==> src/rtl/fetch_stage_if.sv <==
// fetch_stage_if
//   Groups the instruction-fetch stage's bus signals: the hazard, decode and
//   CP0 controls coming in, the combinational instruction-memory port, and
//   the IF/ID register outputs going to decode.
//   master : the fetch stage (drives pc_F, imem_addr and the *_D outputs)
//   slave  : the surrounding pipeline / memory (drives controls, imem_rdata)
interface fetch_stage_if;
    logic        stall;
    logic        PCSrc;
    logic [31:0] NPC_D;
    logic        BJ_D;
    logic        eret_d;
    logic [31:0] EPC;
    logic        exc_req;
    logic [31:0] imem_addr;
    logic [31:0] imem_rdata;
    logic [31:0] pc_F;
    logic [31:0] Instr_D;
    logic [31:0] PC_D;
    logic [31:0] PC4_D;
    logic [31:0] PC8_D;
    logic [4:0]  ExcCode_D;
    logic        BD_D;

    modport master (
        input  stall, PCSrc, NPC_D, BJ_D, eret_d, EPC, exc_req, imem_rdata,
        output imem_addr, pc_F, Instr_D, PC_D, PC4_D, PC8_D, ExcCode_D, BD_D
    );

    modport slave (
        output stall, PCSrc, NPC_D, BJ_D, eret_d, EPC, exc_req, imem_rdata,
        input  imem_addr, pc_F, Instr_D, PC_D, PC4_D, PC8_D, ExcCode_D, BD_D
    );
endinterface

==> src/rtl/fetch_stage.sv <==
// fetch_stage
//   IF stage plus IF/ID pipeline register of a 5-stage MIPS pipeline.
//   Holds the fetch PC, presents it to the combinational instruction memory
//   and selects the next PC (sequential, branch/jump, eret, exception entry).
//   Registers the fetched instruction and its PC/PC+4/PC+8 for decode, with
//   stall, flush, delay-slot tagging and optional fetch address-error tagging.
//
// Ports:
//   clk    : system clock, all state changes on the rising edge
//   reset  : synchronous, active-high reset
//   bus    : fetch_stage_if.master
//            in : stall, PCSrc, NPC_D, BJ_D, eret_d, EPC, exc_req, imem_rdata
//            out: imem_addr, pc_F, Instr_D, PC_D, PC4_D, PC8_D, ExcCode_D, BD_D
//
// Build option:
//   ADDR_CHECK_EN : when defined, fetches that are misaligned or outside
//                   [IM_LO, IM_HI] enter decode as a nop tagged ExcCode 4
//                   (AdEL). When undefined, ExcCode_D stays 0.
module fetch_stage #(
    parameter logic [31:0] PC_RESET  = 32'h0000_3000,
    parameter logic [31:0] EXC_ENTRY = 32'h0000_4180
`ifdef ADDR_CHECK_EN
    ,
    parameter logic [31:0] IM_LO     = 32'h0000_3000,
    parameter logic [31:0] IM_HI     = 32'h0000_6FFC
`endif
) (
    input  logic          clk,
    input  logic          reset,
    fetch_stage_if.master bus
);

    localparam logic [4:0] EXC_NONE = 5'd0;
    localparam logic [4:0] EXC_ADEL = 5'd4;

    logic [31:0] pc_plus4;
    logic [31:0] pc_plus8;
    logic        addr_err;

    assign pc_plus4      = bus.pc_F + 32'd4;
    assign pc_plus8      = bus.pc_F + 32'd8;
    assign bus.imem_addr = bus.pc_F;

`ifdef ADDR_CHECK_EN
    assign addr_err = (bus.pc_F[1:0] != 2'b00) || (bus.pc_F < IM_LO) || (bus.pc_F > IM_HI);
`else
    assign addr_err = 1'b0;
`endif

    always_ff @(posedge clk) begin
        if (reset) begin
            bus.pc_F      <= PC_RESET;
            bus.Instr_D   <= 32'd0;
            bus.PC_D      <= PC_RESET;
            bus.PC4_D     <= PC_RESET + 32'd4;
            bus.PC8_D     <= PC_RESET + 32'd8;
            bus.ExcCode_D <= EXC_NONE;
            bus.BD_D      <= 1'b0;
        end else if (bus.exc_req) begin
            // Exception entry beats stall: the handler must start even if
            // the hazard unit is holding the front end.
            bus.pc_F      <= EXC_ENTRY;
            bus.Instr_D   <= 32'd0;
            bus.PC_D      <= bus.pc_F;
            bus.PC4_D     <= pc_plus4;
            bus.PC8_D     <= pc_plus8;
            bus.ExcCode_D <= EXC_NONE;
            bus.BD_D      <= 1'b0;
        end else if (bus.stall) begin
            // hold everything; decode re-presents eret/branch next cycle
        end else if (bus.eret_d) begin
            // eret has no delay slot, so the word fetched behind it is dropped
            bus.pc_F      <= bus.EPC;
            bus.Instr_D   <= 32'd0;
            bus.PC_D      <= bus.pc_F;
            bus.PC4_D     <= pc_plus4;
            bus.PC8_D     <= pc_plus8;
            bus.ExcCode_D <= EXC_NONE;
            bus.BD_D      <= 1'b0;
        end else begin
            bus.pc_F      <= bus.PCSrc ? bus.NPC_D : pc_plus4;
            bus.Instr_D   <= addr_err ? 32'd0 : bus.imem_rdata;
            bus.PC_D      <= bus.pc_F;
            bus.PC4_D     <= pc_plus4;
            bus.PC8_D     <= pc_plus8;
            bus.ExcCode_D <= addr_err ? EXC_ADEL : EXC_NONE;
            // the delay-slot word enters D whether or not the branch is taken
            bus.BD_D      <= bus.BJ_D;
        end
    end

endmodule

==> src/flat_wrapper.sv <==
// flat-port wrapper written by rule: the top's interface ports become plain ports
module fetch_stage_flat 
#(
    parameter logic [31:0] PC_RESET  = 32'h0000_3000,
    parameter logic [31:0] EXC_ENTRY = 32'h0000_4180

)
  (clk, reset, bus_stall, bus_PCSrc, bus_NPC_D, bus_BJ_D, bus_eret_d, bus_EPC, bus_exc_req, bus_imem_rdata, bus_imem_addr, bus_pc_F, bus_Instr_D, bus_PC_D, bus_PC4_D, bus_PC8_D, bus_ExcCode_D, bus_BD_D);
  fetch_stage_if bus_i ();
  input  logic clk;
  input  logic reset;
  input wire logic [$bits(bus_i.stall)-1:0] bus_stall;
  input wire logic [$bits(bus_i.PCSrc)-1:0] bus_PCSrc;
  input wire logic [$bits(bus_i.NPC_D)-1:0] bus_NPC_D;
  input wire logic [$bits(bus_i.BJ_D)-1:0] bus_BJ_D;
  input wire logic [$bits(bus_i.eret_d)-1:0] bus_eret_d;
  input wire logic [$bits(bus_i.EPC)-1:0] bus_EPC;
  input wire logic [$bits(bus_i.exc_req)-1:0] bus_exc_req;
  input wire logic [$bits(bus_i.imem_rdata)-1:0] bus_imem_rdata;
  output wire logic [$bits(bus_i.imem_addr)-1:0] bus_imem_addr;
  output wire logic [$bits(bus_i.pc_F)-1:0] bus_pc_F;
  output wire logic [$bits(bus_i.Instr_D)-1:0] bus_Instr_D;
  output wire logic [$bits(bus_i.PC_D)-1:0] bus_PC_D;
  output wire logic [$bits(bus_i.PC4_D)-1:0] bus_PC4_D;
  output wire logic [$bits(bus_i.PC8_D)-1:0] bus_PC8_D;
  output wire logic [$bits(bus_i.ExcCode_D)-1:0] bus_ExcCode_D;
  output wire logic [$bits(bus_i.BD_D)-1:0] bus_BD_D;
  assign bus_i.stall = bus_stall;
  assign bus_i.PCSrc = bus_PCSrc;
  assign bus_i.NPC_D = bus_NPC_D;
  assign bus_i.BJ_D = bus_BJ_D;
  assign bus_i.eret_d = bus_eret_d;
  assign bus_i.EPC = bus_EPC;
  assign bus_i.exc_req = bus_exc_req;
  assign bus_i.imem_rdata = bus_imem_rdata;
  assign bus_imem_addr = bus_i.imem_addr;
  assign bus_pc_F = bus_i.pc_F;
  assign bus_Instr_D = bus_i.Instr_D;
  assign bus_PC_D = bus_i.PC_D;
  assign bus_PC4_D = bus_i.PC4_D;
  assign bus_PC8_D = bus_i.PC8_D;
  assign bus_ExcCode_D = bus_i.ExcCode_D;
  assign bus_BD_D = bus_i.BD_D;
  fetch_stage #(.PC_RESET(PC_RESET), .EXC_ENTRY(EXC_ENTRY)) u_core (.clk(clk), .reset(reset), .bus(bus_i));
endmodule
==> config.mk <==
export PLATFORM = sky130hd
export DESIGN_NAME = fetch_stage_flat
export DESIGN_NICKNAME = d
export VERILOG_FILES = /design/src/rtl/fetch_stage_if.sv /design/src/rtl/fetch_stage.sv /design/src/flat_wrapper.sv
export SDC_FILE = /design/constraint.sdc
export NUM_CORES = 1
export LEC_CHECK = 0
export ABC_AREA = 0
export ABC_CLOCK_PERIOD_IN_PS = 3220
export CAP_MARGIN = 20
export CORE_UTILIZATION = 57
export CTS_BUF_LIST = sky130_fd_sc_hd__clkbuf_4 sky130_fd_sc_hd__clkbuf_8
export CTS_CLUSTER_DIAMETER = 80
export DETAILED_ROUTE_END_ITERATION = 7
export DONT_BUFFER_PORTS = 1
export MAX_ROUTING_LAYER = met4
export PLACE_DENSITY = 0.81
export SYNTH_ARGS = -nofsm -noshare
export SYNTH_HDL_FRONTEND = slang
export SYNTH_SLANG_ARGS = --single-unit
==> constraint.sdc <==
create_clock -name clk -period 3.22 [get_ports clk]
set_input_delay 0.322 -clock clk [delete_from_list [all_inputs] [get_ports clk]]
set_output_delay 0.322 -clock clk [all_outputs]
set_load 0.1 [all_outputs]
# After elaboration in Yosys (flattened, before gate mapping)
# Index checks and enable logic that the tools add are counted.
[op_classes]
n_mux = 12
n_addsub = 2
n_reduce_logical = 1
n_eq_ne = 1
[op_table]
columns = ["cell", "count"]
rows = [
  ["$mux 32", 9],
  ["$add 32x3->32 const B", 1],
  ["$add 32x4->32 const B", 1],
  ["$mux 15", 2],
  ["$ne 2x1->1 const B", 1],
  ["$reduce_or 2->1", 1],
  ["$mux 1", 1],
]
[totals]
register_bits = 161
elab_cells = 23
out_inout_bits = 198

# Longest topological paths before layout
# Gate-level depths: netlist of run 1.
[depth]
depth_word = 5
ltp_mapped = 8
ltp_nobuf = 6

# Worst setup path after synthesis of run 1
# Ideal clock, no wire load.
[synth_path]
kind = "reg2reg"
startpoint = "register u_core.bus.pc_F[3], in the netlist u_core.bus.imem_addr[3]"
endpoint = "register u_core.bus.pc_F[21], in the netlist u_core.bus.imem_addr[21]"
path_stages_with_launch = 8
required_time_ns = 3.146
t_arrival_ns = 2.987
slack_ns = 0.158
setup_ns = 0.074
path_cell_list = "dfxtp_1 -> ha_1 -> clkbuf_1 -> nand3_1 -> or4_4 -> or3_4 -> or3_1 -> a31oi_1"
[synth_between]
elab_chain_cells = 3
[synth_rtl]
columns = ["item", "line", "text"]
rows = [
  ["start, declared", "fetch_stage_if.sv:27", "output imem_addr, pc_F, Instr_D, PC_D, PC4_D, PC8_D, ExcCode_D, BD_D"],
  ["start signal, assigned", "fetch_stage.sv:73", "bus.pc_F <= bus.EPC;"],
  ["start signal, assigned", "fetch_stage.sv:81", "bus.pc_F <= bus.PCSrc ? bus.NPC_D : pc_plus4;"],
  ["$add 32x3->32", "fetch_stage.sv:40", "assign pc_plus4 = bus.pc_F + 32'd4;"],
  ["$mux 32", "fetch_stage.sv:81", ""],
  ["$mux 32", "fetch_stage.sv:71", "end else if (bus.eret_d) begin"],
]
# Every way passes these cells.
# A chain may end at the register's enable or synchronous reset.

# Worst setup path in the final report of run 1
[layout_path]
startpoint = "register u_core.bus.pc_F[6], in the netlist u_core.bus.imem_addr[6]"
endpoint = "register u_core.bus.PC8_D[24]"
[layout_between]
elab_chain_cells = 3
[layout_rtl]
columns = ["item", "line", "text"]
rows = [
  ["$add 32x4->32 (*)", "fetch_stage.sv:41", "assign pc_plus8 = bus.pc_F + 32'd8;"],
  ["$mux 32", "fetch_stage.sv:69", "end else if (bus.stall) begin"],
  ["$mux 32 (*)", "fetch_stage.sv:59", "end else if (bus.exc_req) begin"],
  ["end signal, assigned", "fetch_stage.sv:56", "bus.PC8_D <= PC_RESET + 32'd8;"],
  ["end signal, assigned", "fetch_stage.sv:66", "bus.PC8_D <= pc_plus8;"],
  ["end signal, assigned", "fetch_stage.sv:77", "bus.PC8_D <= pc_plus8;"],
  ["end, declared", "fetch_stage_if.sv:27", ""],
]
# Mark *: on every way between the ends. The rest lies on a longest branch, timed or not. The select of a mux whose other input is x is not followed.

==> results, run 1 <==
- The placeable core region is 0.0126 mm².
- The number of warnings printed during yosys synthesis is 0.
- Cells with a size suffix above 1 make up between 10% and 20% of the layout.
- STA classifies the critical path startpoint as a flip-flop.
- The synthesized netlist devotes less than 1% of its cell area to adder and majority cells.
- Dividing the detail-routed via count by the number of cells gives roughly 6.4.
- The most frequent cell after synthesis is sky130_fd_sc_hd__dfxtp_1.
- After synthesis, the share of cell area in mux cells is less than 1%.
- In this run the power density over the cells is 598 mW/mm².
- The register-to-register path setup slack is slightly below 700 ps.
- The largest single stage delay on the critical path is around 600 ps.
- The number of setup violations in the final report is 0.
- The final antenna-violating net count is 0.
- Counting flops and latches in the post-synthesis netlist gives between 150 and 200.
- The ratio of final minimum period to clock period is 78.7%.
- Among cell families on the critical path, the largest total delay comes from simple AND/OR/NAND/NOR gates.
- After clock tree synthesis, the repair step resized 0 gates.
- In the routed design, unresolved DRC markers number 0.
- The clock root buffer is sky130_fd_sc_hd__clkbuf_8.
- The first detailed-routing pass took 5 iterations.
- The met1 global-route usage is about 45%.
- The most utilized layer in the global route result is met2.
- The global-route usage over all layers is between 30% and 40%.
- The clock period could shrink to about 2500 ps.
- The signal on the critical path passes through buf_4, and4_1, nand4_1, nor4_1, xnor2_1, a21oi_1.
- The most used flip-flop cell after synthesis is sky130_fd_sc_hd__dfxtp_1.
- Entering global routing, the biggest net connects between 90 and 100 pins.
- Dividing the detail-routed wire length by the instance count gives 22.5 µm.
- By area the synthesized netlist is led by sky130_fd_sc_hd__dfxtp_1 (42%), sky130_fd_sc_hd__a21oi_1 (5.7%), sky130_fd_sc_hd__nand2_1 (5.2%).
- Setup repair after global routing left no endpoint under its margin.
- In this run, CTS created clock tree buffers numbering 17.
- The cell count after synthesis came out at about 900.
- The chip width is between 100 and 150 µm.
- The area growth from synthesis to layout is 9.21%.
- For this block, the routed nets add up to approximately 24000 µm of wire.
- The endpoint of the most critical register-to-register path is u_core.bus.PC8_D[24]$_SDFFE_PP0P_.
- The final global-route overflow total is 0.
- The data arrival time of the critical path is ~2900 ps.
- The complex-gate fraction of the synthesized area is between 20% and 30%.
- Of all nets on the critical path, the largest fanout is 11.
- The tree built by TritonCTS fans out to approximately 160 sinks.
- The worst pin sits at a relative slew slack of approximately 25%.
- The setup skew after layout is 13.9 ps.
- Across all layers, the routed design uses roughly 7000 vias.
- The start of the worst register-to-register path is u_core.bus.imem_addr[6]$_SDFFE_PP0N_.
- The H-tree generated during clock tree synthesis spans 4 levels.
- Summing the sequential cell areas from Yosys gives between 40% and 50% of the chip area.
- For this configuration, the core starts out at a cell density of about three fifths.
- At the end of routability-driven placement, the weighted congestion stood at approximately 0.96.
- The met2 track utilization from global routing is 53.8%.
- The maximum buffer depth of the clock tree is 2.
- Buffers added to address setup during post-CTS repair amount to 0.
- TritonCTS built the clock tree.
- The final number of max-transition violations was 0.
- The sum of net half-perimeters after detailed placement is roughly 16000 µm.
- The required time of the critical path is about 3500 ps.
- The end point of the critical path is u_core.bus.PC8_D[24]$_SDFFE_PP0P_.
- The commonest cells after synthesis are sky130_fd_sc_hd__dfxtp_1 (156), sky130_fd_sc_hd__nand2_1 (103), sky130_fd_sc_hd__nor2_1 (100).
- The total count of hold-check failures in the final report is 0.
- In this run the number of cells on the critical path is 6.
- The clock-pin slew on the worst setup and hold paths is about 80 ps.
- The worst setup path is of the reg2reg kind.
- In this run the worst setup path begins at u_core.bus.imem_addr[6]$_SDFFE_PP0N_.
- The worst-case reg-to-reg path depth is 6.
- The hold-fix buffer count after cts is 29.
- The tool flagged a number of max-cap violations equal to 0.
- The first-pass GRT wire length is 34800 µm.
- The worst hold path belongs to the class in2reg.
- The insertion delay to the later sink of the worst-skew pair is 470 ps.
- The worst-case IR drop observed on VDD is 287 µV.
- Of the total synthesized cell area, the portion taken by XOR and XNOR cells is ~5.7%.
- The die covers 0.0134 mm².
- The detailed router's first-iteration violation count is 765.
- Of the total synthesized cell area, the portion taken by AND, OR, NAND and NOR gates is about a fifth.
- The number of global-route vias before repair was 6142.
- The synthesized design contains 0 enable-type register cells.
- The number of buffers and inverters on the critical path is 1.
- The combined area of all synthesized cells is approximately 0.0074 mm².
- The analysis attributes to cell leakage a power of 0.00276 µW.
- Port buffering added 0 buffers.
- The cell area after placement is 0.00733 mm².
- The top-level port count is 301.
- The number of library cell types mapped by synthesis is 55.
- The slowest stage cell on the critical path is sky130_fd_sc_hd__buf_4.
- For this run, global-route usage on met3 was measured as 10.7%.
- The summed area of non-filler cells in the final layout is between 0.008 and 0.009 mm².
- Summed over all instances, the cell type with the most area after synthesis is sky130_fd_sc_hd__dfxtp_1.
- STA classifies the critical path endpoint as a flip-flop.
- Timing would allow up to roughly 390 MHz.
- The async set-reset flop share out of synthesis is 0%.
- At the pin with the least slew margin, the transition time is between 1000 and 1500 ps.
- The floorplan has around 40 rows.
- The run finished with clean final reports.
- After the last flow step, the layout net total stands at 987.
- The combinational family with the most area after synthesis is compound AO/OA/AOI/OAI gates.
- The summed negative setup slack over all endpoints is 0 ps.
- The share of Yosys cell area claimed by the top area cell type is ~42%.
- The number of antenna violations at the first check in global routing is 1.
- In this run the mean area of a mapped cell was about 8.0 µm².
- The floorplan step set the die height to around 120 µm.
-- report_power, final --
part	internal [µW]	leakage [µW]	switching [µW]	total (µW)
logic	164	0.00125	539	703
clock network	856	0.000222	727	1580
registers	2010	0.00129	518	2530
total	3030	0.00276	1780	4810
-- state kept, by name (all words and copies together) (netlist names), named ones only --
| name | cells |
|---|---|
| u_core.bus.PC8_D | 32 |
| u_core.bus.Instr_D | 32 |
| u_core.bus.BD_D | 1 |
| u_core.bus.imem_addr | 30 |
| u_core.bus.PC_D | 29 |
| u_core.bus.PC4_D | 30 |
-- through the flow --
step | utilization (%) | total power [µW] | instances | setup WS [ps] | hold slack, ps
floorplan | - | 3150 | 924 | 158 | 438
global placement | 58.1 | 3210 | 1006 | 745 | 396
detailed placement | 58.1 | 3220 | 1006 | 728 | 397
CTS | 63.8 | 4800 | 1066 | 701 | 0.181
global route | 63.8 | 4950 | 1067 | 534 | 15.2
finish | 63.8 | 4810 | 1067 | 684 | 14.1
-- worst min-delay path by stage --
stage / startpoint / endpoint / slack, ps / cells after the start
after floorplan: bus_exc_req / u_core.bus.imem_addr[12]$_SDFFE_PP1P_ / 440 / 1
after global placement: reset / u_core.bus.PC_D[21]$_SDFFE_PP0P_ / 400 / 1
after detailed placement: reset / u_core.bus.PC_D[20]$_SDFFE_PP0P_ / 400 / 1
after CTS: bus_stall / u_core.bus.Instr_D[30]$_SDFFE_PP0N_ / 0.2 / 2
after global routing: reset / u_core.bus.PC4_D[12]$_SDFFE_PP1P_ / 20 / 2
final: bus_imem_rdata[11] / u_core.bus.Instr_D[11]$_SDFFE_PP0N_ / 10 / 2
-- final cells by class --
| cell class | count | area, µm² |
|---|---|---|
| fill | 1119 | 4570 |
| multi-input combinational | 621 | 3550 |
| sequential | 156 | 3170 |
| timing repair buffer | 73 | 651 |
| clock buffer | 23 | 304 |
| tap | 172 | 215 |
| clock inverter | 8 | 115 |
| inverter | 13 | 48.8 |
| antenna | 1 | 2.50 |
-- logic make-up after synthesis --
group	count (synthesis)
XOR/XNOR	48
other	1
AO/OA/AOI/OAI	261
flip-flops	156
adder cells (fa/ha/maj)	2
multiplexers	4
AND/OR/NAND/NOR	301
buffers and inverters	147
-- routing by layer --
metal,wire length (µm),vias up
li1,-,3126
met1,9410,3168
met2,10900,457
met3,2900,61
met4,842,0
met5,0,-
-- cells in the final DEF (no fill, tap or decap), drive strengths merged, types with 3 or more instances in the layout --
cell type / n
nand2: 103
a22oi: 39
xnor2: 38
nand4: 17
or2: 4
buf: 45
and4: 3
a21oi: 84
or4: 4
o31a: 7
nor2: 100
conb: 5
a221o: 6
o21ai: 62
o22ai: 4
dfxtp: 156
dlygate4sd3: 28
clkbuf: 23
nand3: 17
nor4: 15
bufinv: 3
mux2i: 3
a31oi: 8
a211oi: 19
xor2: 10
inv: 12
a22o: 3
nor3: 19
or3: 9
and3: 4
clkinv: 6
a221oi: 13
Note: power is estimated with default switching activity, not from simulation.
==> inputs of run 2 (changes only) <==
--- a/config.mk
+++ b/config.mk
@@ -6,7 +6,7 @@
 export NUM_CORES = 1
 export LEC_CHECK = 0
 export ABC_AREA = 0
-export ABC_CLOCK_PERIOD_IN_PS = 3220
+export ABC_CLOCK_PERIOD_IN_PS = 2500
 export CAP_MARGIN = 20
 export CORE_UTILIZATION = 57
 export CTS_BUF_LIST = sky130_fd_sc_hd__clkbuf_4 sky130_fd_sc_hd__clkbuf_8
==> constraint.sdc (replaced) <==
create_clock -name clk -period 2.5 [get_ports clk]
set_input_delay 0.25 -clock clk [delete_from_list [all_inputs] [get_ports clk]]
set_output_delay 0.25 -clock clk [all_outputs]
set_load 0.1 [all_outputs]
==> results, run 2 (same netlist as run 1, synthesis figures left out) <==
- The run finished with clean final reports.
- The placeable core region came to 0.0126 mm² (unchanged).
- The insertion delay to the later sink of the worst-skew pair is 470 ps (about the same).
- The sum of net half-perimeters after detailed placement is 17700 µm (+7.8%).
- The final global-route overflow total came to 0 (unchanged).
- The delay of the slowest critical-path stage is 580 ps (about the same).
- The internal power consumption was 3850 µW (+27%).
- The most frequent standard cell in the layout excluding fill and tap cells is sky130_fd_sc_hd__buf_4.
- The number of setup violations in the final report was 0 (unchanged).
- The normalized max-slew margin is 30.6% (+6.0 points).
- The nature of the critical path startpoint is a flip-flop.
- The total count of hold-check failures in the final report is 0 (unchanged).
- The data arrival time of the critical path is 2820 ps (-30 ps).
- The layout filler cell count is 1022 (-8.7%).
- The number of buffers inserted during clock tree synthesis came to 17 (unchanged).
- The fraction of final layout cells sized beyond drive strength 1 came to 24.5% (+10 points).
- The path category of the worst min-delay check is in2reg.
- The total chip power is 6200 µW (+29%).
- The static power due to leakage was 0.00346 µW (+26%).
- The pin count of the biggest net entering global routing is 66 (-33%).
- The first-pass GRT wire length is 38500 µm (+11%).
- Traced cell by cell, the critical path runs through buf_4, inv_1, xnor2_1, a221o_1, a31oi_1, dlygate4sd3_1.
- The required time of the critical path was 2900 ps (-640 ps).
- The count of maximum capacitance violations came to 0 (unchanged).
- The y dimension of the die is 116 µm (unchanged).
- The worst path setup slack after routing is 83.6 ps (-601 ps).
- The maximum buffer depth of the clock tree is 2 (unchanged).
- The slowest stage cell on the critical path is sky130_fd_sc_hd__dlygate4sd3_1.
- The met3 usage came to 11.6% (+0.89 points).
- The total iterations of the first detailed-routing run was 6 (+1).
- The met1 global-route usage was 48.7% (+3.8 points).
- The combinational group share of total power is 26.0% (+11 points).
- The clock root buffer is sky130_fd_sc_hd__clkbuf_8.
- The cell area after placement is 0.00832 mm² (+14%).
- The final antenna-violating net count is 0 (unchanged).
- The worst setup slack before clock tree synthesis is 272 ps (-456 ps).
- The antenna cell count is 0 (-1).
- The setup skew after layout is 11.7 ps (-2.17 ps).
- The chip width came to 116 µm (unchanged).
- The detailed router's first-iteration violation count was 1030 (+35%).
- The net switching power was 2350 µW (+32%).
- The H-tree level count is 4 (unchanged).
- The remaining design rule violation count came to 0 (unchanged).
- The power density over the cells is 678 mW/mm² (+13%).
- The count of placed standard cells in the final layout, fillers left out was 1201 (+13%).
- The detail-routed net length per standard cell is 21.5 µm (-4.2%).
- The clock-pin slew on the worst setup and hold paths is 80 ps (about the same).
- The met2 track utilization from global routing is 60.2% (+6.3 points).
- The worst setup path is captured at a flip-flop.
- The number of global-route vias before repair is 6950 (+13%).
- The area used by multi-input combinational logic is 0.00355 mm² (unchanged).
- The final wirelength was 25900 µm (+7.8%).
- The number of standard-cell rows in the floorplan is 41 (unchanged).
- The top cell types in the final layout, fill and taps aside, are sky130_fd_sc_hd__buf_4 (161), sky130_fd_sc_hd__dfxtp_1 (121), sky130_fd_sc_hd__nand2_1 (103), sky130_fd_sc_hd__nor2_1 (98), sky130_fd_sc_hd__a21oi_1 (84).
- The initial core utilization is 58.4% (unchanged).
- The summed negative setup slack over all endpoints is 0 ps (unchanged).
- The count of buffers added by post-CTS timing repair for setup was 0 (unchanged).
- The top-level port count is 301 (unchanged).
- The slew at the pin closest to its max-slew limit came to 1040 ps (-85.7 ps).
- The maximum fanout count along the critical path is 7 (-4).
- The shortest clock period the worst path allows after layout is 2420 ps (-119 ps).
- The switching power as a share of total power was 37.9% (+0.82 points).
- The area of the die is 0.0134 mm² (unchanged).
- met2 is the most crowded layer.
- The global-route usage over all layers is 40.1% (+4.0 points).
- From synthesis to final layout, the design area changed by 23.9%.
- The worst vdd rail ir drop came to 450 µV (+57%).
- The largest registers in the layout are u_core.bus.Instr_D: 32 flops, u_core.bus.PC8_D: 32 flops.
- The number of cells in the design after placement is 1130 (+12%).
- Setup repair after global routing left no endpoint under its margin.
- The peak clock frequency supported by timing was 414 MHz (+4.9%).
- The summed area of non-filler cells in the final layout is 0.00914 mm² (+13%).
- The clock group share of total power is 30.3% (-2.6 points).
- The clock sink total is 156 (unchanged).
- The cell family contributing the most delay on the critical path is buffers and inverters.
- The count of buffering cells on the critical path with inverters included is 3 (+2).
- The final weighted congestion of routability-driven global placement was 0.961 (+0.46%).
- The number of port buffers is 0 (unchanged).
- The number of antenna violations at the first check in global routing is 0 (-1).
- The setup path with the least slack is of type reg2reg.
- The sequential fraction of design power is 43.7% (-8.8 points).
- The net total in the final layout came to 1122 (+14%).
- The ratio of final minimum period to clock period is 96.7% (+18 points).
- The area occupied by registers is 0.00319 mm² (+0.71%).
- The clock tree from TritonCTS is done.
- The mean number of vias per cell was 6.17 (-3.4%).
- The final number of max-transition violations is 0 (unchanged).
- The number of vias after detailed routing is 7409 (+8.8%).
## run 2: timing repair
action                                  in CTS  in global routing
endpoints found under the setup margin       0                  1
hold buffers                                40                  0
hold endpoints to repair                   109                  0
gates resized for setup                      0                  5
## run 2: worst reg2reg max path, stage by stage (launching register included)
cell                            delay [ps]
sky130_fd_sc_hd__dfxtp_2               370
sky130_fd_sc_hd__buf_4                 530
sky130_fd_sc_hd__inv_1                 230
sky130_fd_sc_hd__xnor2_1               200
sky130_fd_sc_hd__a221o_1               310
sky130_fd_sc_hd__a31oi_1               150
sky130_fd_sc_hd__dlygate4sd3_1         580
## run 2: worst paths after layout
kind	endpoint	start	cells after the start	slack [ps]
worst min register to register	u_core.bus.PC_D[11]$_SDFFE_PP0P_	u_core.bus.PC_D[11]$_SDFFE_PP0P_	2	460
worst max-delay path	u_core.bus.imem_addr[7]$_SDFFE_PP0P_	u_core.bus.imem_addr[7]$_SDFFE_PP0P_	6	80
worst max register to register	u_core.bus.imem_addr[7]$_SDFFE_PP0P_	u_core.bus.imem_addr[7]$_SDFFE_PP0P_	6	80
worst min-delay path	flip-flop	reset	3	20
## run 2: through the flow
step           utilization (%)  hold slack, ps
2_1_floorplan                -             358
3_3_place_gp              65.9             316
3_5_place_dp              65.9             320
4_1_cts                   72.3            1.88
5_1_grt                   72.4            10.4
6_report                  72.4            21.6
## run 2: power groups by stage
stage / logic (µW) / registers, µW / clock network (µW)
after CTS: 1590 / 2710 / 1860
after global routing: 1670 / 2720 / 1960
final: 1610 / 2710 / 1870
after global placement: 1490 / 2760 / 0
after detailed placement: 1500 / 2760 / 0
after floorplan: 642 / 3410 / 0
## run 2: cell type report
class,count,area share (%)
sequential,156,34.9
tap,172,2.35
clock inverter,9,1.05
multi-input combinational,621,38.8
inverter,13,0.534
clock buffer,22,3.04
timing repair buffer,208,19.3
## run 2: per-layer routing
metal,up-vias,wire [µm]
met2,493,11700
met5,-,0
met4,0,1120
met1,3439,10100
met3,98,3030
li1,3379,-
